**config.mk**
```make
export PLATFORM = sky130hd
export DESIGN_NAME = c1541_track_ctrl
export DESIGN_NICKNAME = d
export VERILOG_FILES = /design/src/rtl/c1541_track_ctrl.sv
export SDC_FILE = /design/constraint.sdc
export NUM_CORES = 1
export LEC_CHECK = 0
export BUFFER_PORTS_ARGS = -buffer_cell sky130_fd_sc_hd__buf_2
export CORE_ASPECT_RATIO = 0.7
export CORE_MARGIN = 8
export CORE_UTILIZATION = 61
export CTS_CLUSTER_SIZE = 24
export DETAILED_ROUTE_END_ITERATION = 8
export PLACE_DENSITY = 0.81
export SLEW_MARGIN = 15
export SYNTH_ARGS = -nofsm -noshare
export SYNTH_HDL_FRONTEND = slang
export SYNTH_SLANG_ARGS = --single-unit
```
**constraint.sdc**
```tcl
create_clock -name clk32 -period 5.4 [get_ports clk32]
set_input_delay 0.27 -clock clk32 [delete_from_list [all_inputs] [get_ports clk32]]
set_output_delay 0.27 -clock clk32 [all_outputs]
set_load 0.05 [all_outputs]
```
**src/rtl/c1541_track_ctrl.sv**
```systemverilog
// Track-buffer sequencer for the 1541 drive. It loads D64 tracks into the buffer RAM one sector at a time.
// Defining C1541_WRITEBACK_EN adds dirty-sector tracking and the write-back (flush) path.
module c1541_track_ctrl #(
    parameter int SETTLE_CYC = 32000
) (
    input  logic       clk32,
    input  logic       reset,
    input  logic [5:0] track_req,
    input  logic       mtr,
    input  logic       img_mounted,
    input  logic       img_readonly,
    input  logic       gcr_we,
    input  logic [4:0] gcr_sector,
    output logic [5:0] track,
    output logic       ram_ready,
    output logic [4:0] buf_sector,
    output logic [9:0] sd_lba,
    output logic       sd_rd,
    output logic       sd_wr,
    input  logic       sd_ack
);

    localparam int CNT_W = (SETTLE_CYC > 1) ? $clog2(SETTLE_CYC) : 1;
    localparam logic [CNT_W-1:0] SETTLE_LAST = CNT_W'(SETTLE_CYC - 1);

    localparam logic [2:0] S_IDLE       = 3'd0;
    localparam logic [2:0] S_SETTLE     = 3'd1;
`ifdef C1541_WRITEBACK_EN
    localparam logic [2:0] S_FLUSH_SCAN = 3'd2;
    localparam logic [2:0] S_FLUSH_REQ  = 3'd3;
    localparam logic [2:0] S_FLUSH_WAIT = 3'd4;
`endif
    localparam logic [2:0] S_LOAD_REQ   = 3'd5;
    localparam logic [2:0] S_LOAD_WAIT  = 3'd6;
    localparam logic [2:0] S_READY      = 3'd7;

    function automatic logic [4:0] track_nsec(input logic [5:0] t);
        if (t <= 6'd17)      return 5'd21;
        else if (t <= 6'd24) return 5'd19;
        else if (t <= 6'd30) return 5'd18;
        else                 return 5'd17;
    endfunction

    function automatic logic [9:0] track_base(input logic [5:0] t);
        logic [9:0] tw;
        tw = {4'b0000, t};
        if (t == 6'd0 || t > 6'd35) return 10'd0;
        else if (t <= 6'd17)        return (tw - 10'd1) * 10'd21;
        else if (t <= 6'd24)        return 10'd357 + (tw - 10'd18) * 10'd19;
        else if (t <= 6'd30)        return 10'd490 + (tw - 10'd25) * 10'd18;
        else                        return 10'd598 + (tw - 10'd31) * 10'd17;
    endfunction

    function automatic logic on_image(input logic [5:0] t);
        return (t >= 6'd1) && (t <= 6'd35);
    endfunction

    logic [2:0]       state;
    logic             loaded;
    logic             ack_seen;
    logic             mount_pend;
    logic [5:0]       req_q;
    logic [CNT_W-1:0] settle_cnt;
    logic             settled;

    // Free-running debounce of track_req, so a brief wobble never disturbs a loaded buffer.
    always_ff @(posedge clk32 or posedge reset) begin
        if (reset) begin
            req_q      <= 6'd0;
            settle_cnt <= '0;
        end else if (track_req != req_q) begin
            // NOTE: state is updated with <= so every flop samples the pre-edge values.
            req_q      <= track_req;
            settle_cnt <= '0;
        end else if (settle_cnt != SETTLE_LAST) begin
            settle_cnt <= settle_cnt + CNT_W'(1);
        end
    end

    assign settled = (track_req == req_q) && (settle_cnt == SETTLE_LAST);

`ifdef C1541_WRITEBACK_EN
    logic [20:0] dirty;
    logic        mtr_q;
    logic        mtr_fall;
    logic        flush_done;

    function automatic logic [4:0] lowest_dirty(input logic [20:0] m);
        lowest_dirty = 5'd0;
        for (int i = 20; i >= 0; i--) begin
            if (m[i]) lowest_dirty = 5'(i);
        end
    endfunction

    assign mtr_fall   = mtr_q && !mtr;
    assign flush_done = (state == S_FLUSH_WAIT) && ack_seen && !sd_ack;

    // NOTE: the dirty mask is a small flop array, so it is cleared by reset rather than left unknown.
    always_ff @(posedge clk32 or posedge reset) begin
        if (reset) begin
            dirty <= '0;
            mtr_q <= 1'b0;
        end else begin
            mtr_q <= mtr;
            if (img_mounted) begin
                dirty <= '0;
            end else begin
                if (flush_done) dirty[buf_sector] <= 1'b0;
                if (state == S_READY && gcr_we && !img_readonly && gcr_sector < 5'd21)
                    dirty[gcr_sector] <= 1'b1;
            end
        end
    end
`else
    logic unused_wb_inputs;
    assign unused_wb_inputs = ^{mtr, img_readonly, gcr_we, gcr_sector};
`endif

    always_ff @(posedge clk32 or posedge reset) begin
        if (reset) begin
            state      <= S_IDLE;
            track      <= 6'd0;
            buf_sector <= 5'd0;
            loaded     <= 1'b0;
            ack_seen   <= 1'b0;
            mount_pend <= 1'b0;
            sd_rd      <= 1'b0;
            sd_wr      <= 1'b0;
        end else begin
            if (img_mounted) loaded <= 1'b0;

            case (state)
                S_IDLE: begin
                    if (img_mounted || track_req != track) state <= S_SETTLE;
                end

                S_SETTLE: begin
                    // A mount this cycle is decided next cycle, once loaded/dirty are cleared.
                    if (!img_mounted && settled) begin
`ifdef C1541_WRITEBACK_EN
                        if (dirty != '0) state <= S_FLUSH_SCAN;
                        else
`endif
                        if (loaded && req_q == track) begin
                            state <= S_READY;
                        end else begin
                            track      <= req_q;
                            buf_sector <= 5'd0;
                            loaded     <= 1'b0;
                            state      <= on_image(req_q) ? S_LOAD_REQ : S_IDLE;
                        end
                    end
                end

                S_LOAD_REQ: begin
                    if (img_mounted) begin
                        state <= S_SETTLE;
                    end else if (!sd_ack) begin
                        sd_rd    <= 1'b1;
                        ack_seen <= 1'b0;
                        state    <= S_LOAD_WAIT;
                    end
                end

                S_LOAD_WAIT: begin
                    if (img_mounted) mount_pend <= 1'b1;
                    if (!ack_seen) begin
                        if (sd_ack) begin
                            sd_rd    <= 1'b0;
                            ack_seen <= 1'b1;
                        end
                    end else if (!sd_ack) begin
                        mount_pend <= 1'b0;
                        if (img_mounted || mount_pend || track_req != track) begin
                            state <= S_SETTLE;
                        end else if (buf_sector == track_nsec(track) - 5'd1) begin
                            loaded <= 1'b1;
                            state  <= S_READY;
                        end else begin
                            buf_sector <= buf_sector + 5'd1;
                            state      <= S_LOAD_REQ;
                        end
                    end
                end

                S_READY: begin
                    if (img_mounted) state <= S_SETTLE;
`ifdef C1541_WRITEBACK_EN
                    else if (mtr_fall && dirty != '0) state <= S_FLUSH_SCAN;
`endif
                    else if (settled && track_req != track) state <= S_SETTLE;
                end

`ifdef C1541_WRITEBACK_EN
                S_FLUSH_SCAN: begin
                    if (img_mounted) begin
                        state <= S_SETTLE;
                    end else if (dirty != '0) begin
                        buf_sector <= lowest_dirty(dirty);
                        state      <= S_FLUSH_REQ;
                    end else if (loaded && track_req == track) begin
                        state <= S_READY;
                    end else begin
                        // Re-enter SETTLE so an off-image request still ends in IDLE.
                        state <= S_SETTLE;
                    end
                end

                S_FLUSH_REQ: begin
                    if (img_mounted) begin
                        state <= S_SETTLE;
                    end else if (!sd_ack) begin
                        sd_wr    <= 1'b1;
                        ack_seen <= 1'b0;
                        state    <= S_FLUSH_WAIT;
                    end
                end

                S_FLUSH_WAIT: begin
                    if (img_mounted) mount_pend <= 1'b1;
                    if (!ack_seen) begin
                        if (sd_ack) begin
                            sd_wr    <= 1'b0;
                            ack_seen <= 1'b1;
                        end
                    end else if (!sd_ack) begin
                        mount_pend <= 1'b0;
                        state      <= (img_mounted || mount_pend) ? S_SETTLE : S_FLUSH_SCAN;
                    end
                end
`endif

                default: state <= S_IDLE;
            endcase
        end
    end

    assign ram_ready = (state == S_READY);
    assign sd_lba    = track_base(track) + {5'b00000, buf_sector};

endmodule

```
# ---- After elaboration in Yosys (flattened, before gate mapping)
# Cells that the tools add are included.
dict set report classes {
  addsub 11
  n_mul 4
  order_cmp 6
  n_eq_ne 24
  n_mux 54
  n_bitwise 1
  n_reduce_logical 20
}
# op count
set op_table {}
lappend op_table {{$mux W5} 10}
lappend op_table {{$mux W10} 4}
lappend op_table {{$mux W3} 12}
lappend op_table {{$mul A7 B6 Y10 const B} 3}
lappend op_table {{$mux W15} 2}
lappend op_table {{$ne A2 B2 Y1 const B} 11}
lappend op_table {{$sub A6 B5 Y7 const B} 3}
lappend op_table {{$add A9 B10 Y10 const A} 2}
lappend op_table {{$le A6 B5 Y1 const B} 3}
lappend op_table {{$mux W1} 18}
lappend op_table {{$add A15 B1 Y15 const B} 1}
lappend op_table {{$eq A15 B15 Y1 const B} 1}
lappend op_table {{$ne A15 B15 Y1 const B} 1}
lappend op_table {{$pmux W3 S5} 1}
lappend op_table {{$eq A6 B6 Y1} 2}
lappend op_table {{$ne A6 B6 Y1} 2}
lappend op_table {{$add A10 B10 Y10 const A} 1}
lappend op_table {{$add A10 B5 Y10} 1}
lappend op_table {{$mul A10 B4 Y9 const B} 1}
lappend op_table {{$pmux W5 S2} 1}
lappend op_table {{$eq A3 B3 Y1 const B} 3}
lappend op_table {{$reduce_and A7 Y1} 1}
lappend op_table {{$sub A6 B1 Y7 const B} 1}
lappend op_table {{$ge A6 B1 Y1 const B} 1}
lappend op_table {{20 further kinds} 34}
dict set report word_totals {
  ff_bits 39
  inputBits 18
  word_cells 129
}

# ---- Logic depth before layout (Yosys ltp)
dict set report depth {
  word_depth 15
  mapped_depth 21
}

# ---- Least setup slack after synthesis
# Ideal clock, no wire load.
dict set report synth_timing {
  path_kind {flip-flop to output port}
  start {register track[2]}
  end {output port sd_lba[9]}
  arrival_time_ps 5309
  setup_slack_ps -179
  stages_incl_launch_ff 20
  n_path_buf 2
  path_cell_list {dfrtp_1 -> buf_2 -> buf_1 -> inv_1 -> ha_1 -> xnor2_1 -> xnor2_1 -> ha_1 -> inv_1 -> fa_1 -> fa_1 -> inv_1 -> ha_1 -> a21oi_1 -> nor2b_1 -> o31ai_1 -> a21oi_1 -> o32ai_1 -> nand4_1 -> xnor2_1}
}
dict set report synth_between {
  elab_chain_len 8
  word_cells_on_any_way 22
  classes_between {8 x add/sub; 4 x mul; 4 x order compare; 4 x mux; 2 x reduce/logical}
}
# element line
set synth_rtl {}
lappend synth_rtl {{from (decl)} 14} ;# output logic [5:0] track,
lappend synth_rtl {{from (signal assigned)} 147} ;# track <= req_q;
lappend synth_rtl {{$sub A6 B5 Y7, on equally long branches} {50, 51}}
lappend synth_rtl {{$mul A10 B4 Y9 / $mul A7 B6 Y10 (equally long branches)} {50, 51}}
lappend synth_rtl {{$add A9 B10 Y10 / $add A10 B10 Y10 (equally long branches)} {50, 51}}
lappend synth_rtl {{$mux W10} 50} ;# else if (t <= 6'd30) return 10'd490 + (tw - 10'd25) * 10'd18;
lappend synth_rtl {{$mux W10} 49} ;# else if (t <= 6'd24) return 10'd357 + (tw - 10'd18) * 10'd19;
lappend synth_rtl {{$mux W10} 48} ;# else if (t <= 6'd17) return (tw - 10'd1) * 10'd21;
lappend synth_rtl {{$mux W10 *} 47} ;# if (t == 6'd0 || t > 6'd35) return 10'd0;
lappend synth_rtl {{$add A10 B5 Y10 *} 239} ;# assign sd_lba = track_base(track) + {5'b00000, buf_sector};
lappend synth_rtl {{to (decl)} 17} ;# output logic [9:0] sd_lba,
# Mark *: on every way between the ends. The rest lies on a longest branch, timed or not.

# ---- Worst setup path in the final report
dict set report layout_timing {
  start {register track[1]}
  end {output port sd_lba[8]}
}
# The elaborated chain is that of the path after synthesis.

==> flow_metrics.py <==
metrics = {
    "setup_path": {
        "reg2reg_to": "buf_sector[3]",
        "cp.arrival_ps": 4810,
        "cp_slowest_cell": "fa_1",
        "r2r_slack_ps": 1450,
        "cpLargestDelayFamily": "adder cells",
        "crit_fanout": 8,
        "start_kind": "flip-flop",
        "r2r.worst_path.cells": 15,
        "setup.worst_path.end": "sd_lba[8]",
        "cp.depth": 17,
        "end_kind": "output port",
        "path_cells": "inv_2 > ha_2 > a21bo_2 > nor3_1 > xnor2_1 > ha_1 > ha_1 > inv_1 > fa_1 > inv_1 > fa_1 > nor3b_1 > o31ai_1 > nor2_1 > nand3_1 > xor2_2 > buf_2",
        "crit_start": "track[1]",
        "cpPeakStageDelay_ps": 540,
        "cp_num_buf_inv": 4,
        "worst_ep_required_time_ps": 5130,
        "r2r-start": "track[0]",
        "crit_type": "reg -> out",
    },
    "logic_synthesis": {
        "synthAdderAreaFrac": 0.222,
        "syn_avg_cell_area_um2": 8.49,
        "yosys_warnings": 1,
        "syn_nets": 687,
        "ys_seq_elements": 39,
        "synth-simple-area-share": 0.191,
        "synth-seq-area-share": 0.195,
        "synth-edff-count": 0,
        "synth-async-reset-ratio": 1.00,
        "synth_cell_type_count": 71,
        "synth_top_family_by_area": "adder cells",
        "netlist_area_um2": 4990,
        "synthMuxAreaShare": 0.0105,
        "synth-main-ff-cell": "dfrtp_1",
        "synth-xor-area-share": 0.156,
        "synth-compound-area-share": 0.166,
        "synth_cells": 588,
    },
    "floorplan": {
        "initial_core_util": 0.632,
        "die-area_um2": 11400,
        "fp.coreArea_um2": 7910,
        "rows": 27,
        "die_h_um": 91.7,
        "dieWidth_um": 124,
        "ios": 42,
    },
    "detailed_routing": {
        "vias": 4374,
        "viasPerCell": 6.08,
        "finalWirelength_mm": 12.4,
        "drc": 0,
        "wl_per_cell_um": 17.3,
        "drtIter0Drc": 339,
        "dr.pass1.iters": 5,
        "drtAntennaViolNets": 0,
    },
    "cts": {
        "numCtsBuffers": 5,
        "cts_max_level": 2,
        "cts_tree": "built",
        "root_buffer": "clkbuf_16",
        "cts.sinks": 39,
        "clk_pin_slew_ps": 60,
        "clockBufferDepth": 2,
        "post_cts_buffers": 0,
        "worst_skew_pair.late_latency_ps": 290,
    },
    "sta": {
        "rsz0062_at_grt": "false",
        "tightestPinTransition_ps": 836,
        "fin_crit_sh": 0.941,
        "period_needed_ps": 5080,
        "fin_ws_ps": 320,
        "setup_viol": 0,
        "relSlewSlack": 0.438,
        "drv_slew": 0,
        "finalHoldViolations": 0,
        "fmaxAchievable_ghz": 0.197,
        "whs_ps": 99.8,
        "worst_clock_skew_ps": 3.12,
    },
    "global_routing": {
        "grt_pass1_wl_mm": 20.3,
        "grt_use_total": 0.217,
        "grt_max_degree": 40,
        "antenna_found_initial": 0,
        "grt-ovfl-total": 0,
        "grt_pass1_vias": 4216,
    },
    "finish": {
        "area_growth_pct": 10.0,
        "antenna_cells": 0,
        "finalNetCount": 716,
        "drive_gt1_frac": 0.131,
        "fin_cells": 719,
        "finish.utilization": 0.695,
    },
    "place": {
        "portBuffers": 32,
        "hpwl_mm": 9.77,
        "dp_slack_ps": 377,
        "post-place-cells": 711,
        "gp_congestion": 0.929,
    },
    "power_and_ir_drop": {
        "leakagePower_nw": 2.39,
        "vdd_drop_max_v": 0.000353,
        "totalPowerFinal_mw": 0.924,
        "powerDensity_nw_per_um2": 168,
    },
    "min_path": {
        "min_path_type": "in -> async",
    },
    "outcome": {
        "status": "completed",
    },
    "run": {
        "maxCapViolCount": 0,
    },
}
## report_power, final
group	internal [mW]	total, mW	switching (mW)
registers	0.318	0.359	0.0412
logic	0.0735	0.215	0.142
clock network	0.220	0.350	0.130
## area by class of cell
type | count | area (um^2)
repair buffers | 42 | 235
multi-input cells | 478 | 3790
inverters | 51 | 191
flip-flops and latches | 39 | 976
clock inverters | 3 | 46.3
well taps | 101 | 126
fillers | 629 | 2410
clock buffers | 5 | 125
## metrics by stage
| step | setup TNS (ps) | area [um^2] |
|---|---|---|
| 3_5_place_dp | 0 | 5290 |
| 4_1_cts | 0 | 5460 |
| 2_1_floorplan | -25.0 | 5020 |
| 5_1_grt | 0 | 5500 |
| 3_3_place_gp | 0 | 5290 |
| 6_report | 0 | 5500 |
## repair_timing
| item | in CTS | in global routing |
|---|---|---|
| setup endpoints to repair | 0 | 3 |
| hold buffers | 0 | 0 |
| hold endpoints to repair | 0 | 0 |
| gates resized for setup | 0 | 9 |
## tightest hold or removal path: cells and delay by family
family,cells,cell delay (ps)
buf+inv,3,560
## routing by layer
| metal | global-route usage | vias to the layer above | routed length, um |
|---|---|---|---|
| met5 | 0 | - | 0 |
| met4 | 0.0296 | 0 | 83 |
| met3 | 0.0600 | 15 | 1080 |
| met2 | 0.347 | 160 | 5610 |
| met1 | 0.291 | 2065 | 5650 |
| li1 | - | 2134 | - |
## synth_stat cells (7+ instances only)
cell type	instances	area, um^2
ha_1	68	851
xnor2_1	56	490
inv_1	47	176
nor2_1	43	161
nand2_1	40	150
dfrtp_1	39	976
a21oi_1	35	175
o21ai_0	28	140
xor2_1	28	245
fa_1	13	260
nand3_1	13	65.1
nor3_1	13	65.1
or3_1	10	62.6
a21o_1	9	67.6
a31oi_1	9	56.3
clkbuf_1	8	30.0
nand4_1	8	50.1
nand2b_1	7	43.8
nor2b_1	7	43.8
## sequential cells by signal, indices dropped and copies added (netlist names)
signal,cells
loaded,1
ack_seen,1
sd_rd,1
settle_cnt,15
req_q,6
state,3
mount_pend,1
track,6
buf_sector,5
## cell families after synthesis
kind of cell	count (synthesis)
buffers and inverters	71
XOR/XNOR	86
other	1
multiplexers	5
flip-flops	39
AND/OR/NAND/NOR	178
adder cells (fa/ha/maj)	81
AO/OA/AOI/OAI	127
## how the worst min path moves through the flow
stage	startpoint	depth (start not counted)	endpoint
after floorplan	track_req[0]	1	req_q[0]
after global placement	reset	3	state[0]
after detailed placement	reset	3	loaded
after CTS	reset	3	req_q[2]
after global routing	track_req[2]	1	req_q[2]
final	reset	3	state[0]
## cells in the final DEF, fill, tap and decap left out, types with 27 or more instances in the layout
cell type	count
nand2_1	40
o21ai_0	27
buf_2	32
ha_1	67
dfrtp_1	39
xnor2_1	53
xor2_1	27
inv_1	46
a21oi_1	34
nor2_1	43
Note: power is estimated with default switching activity, not from simulation.
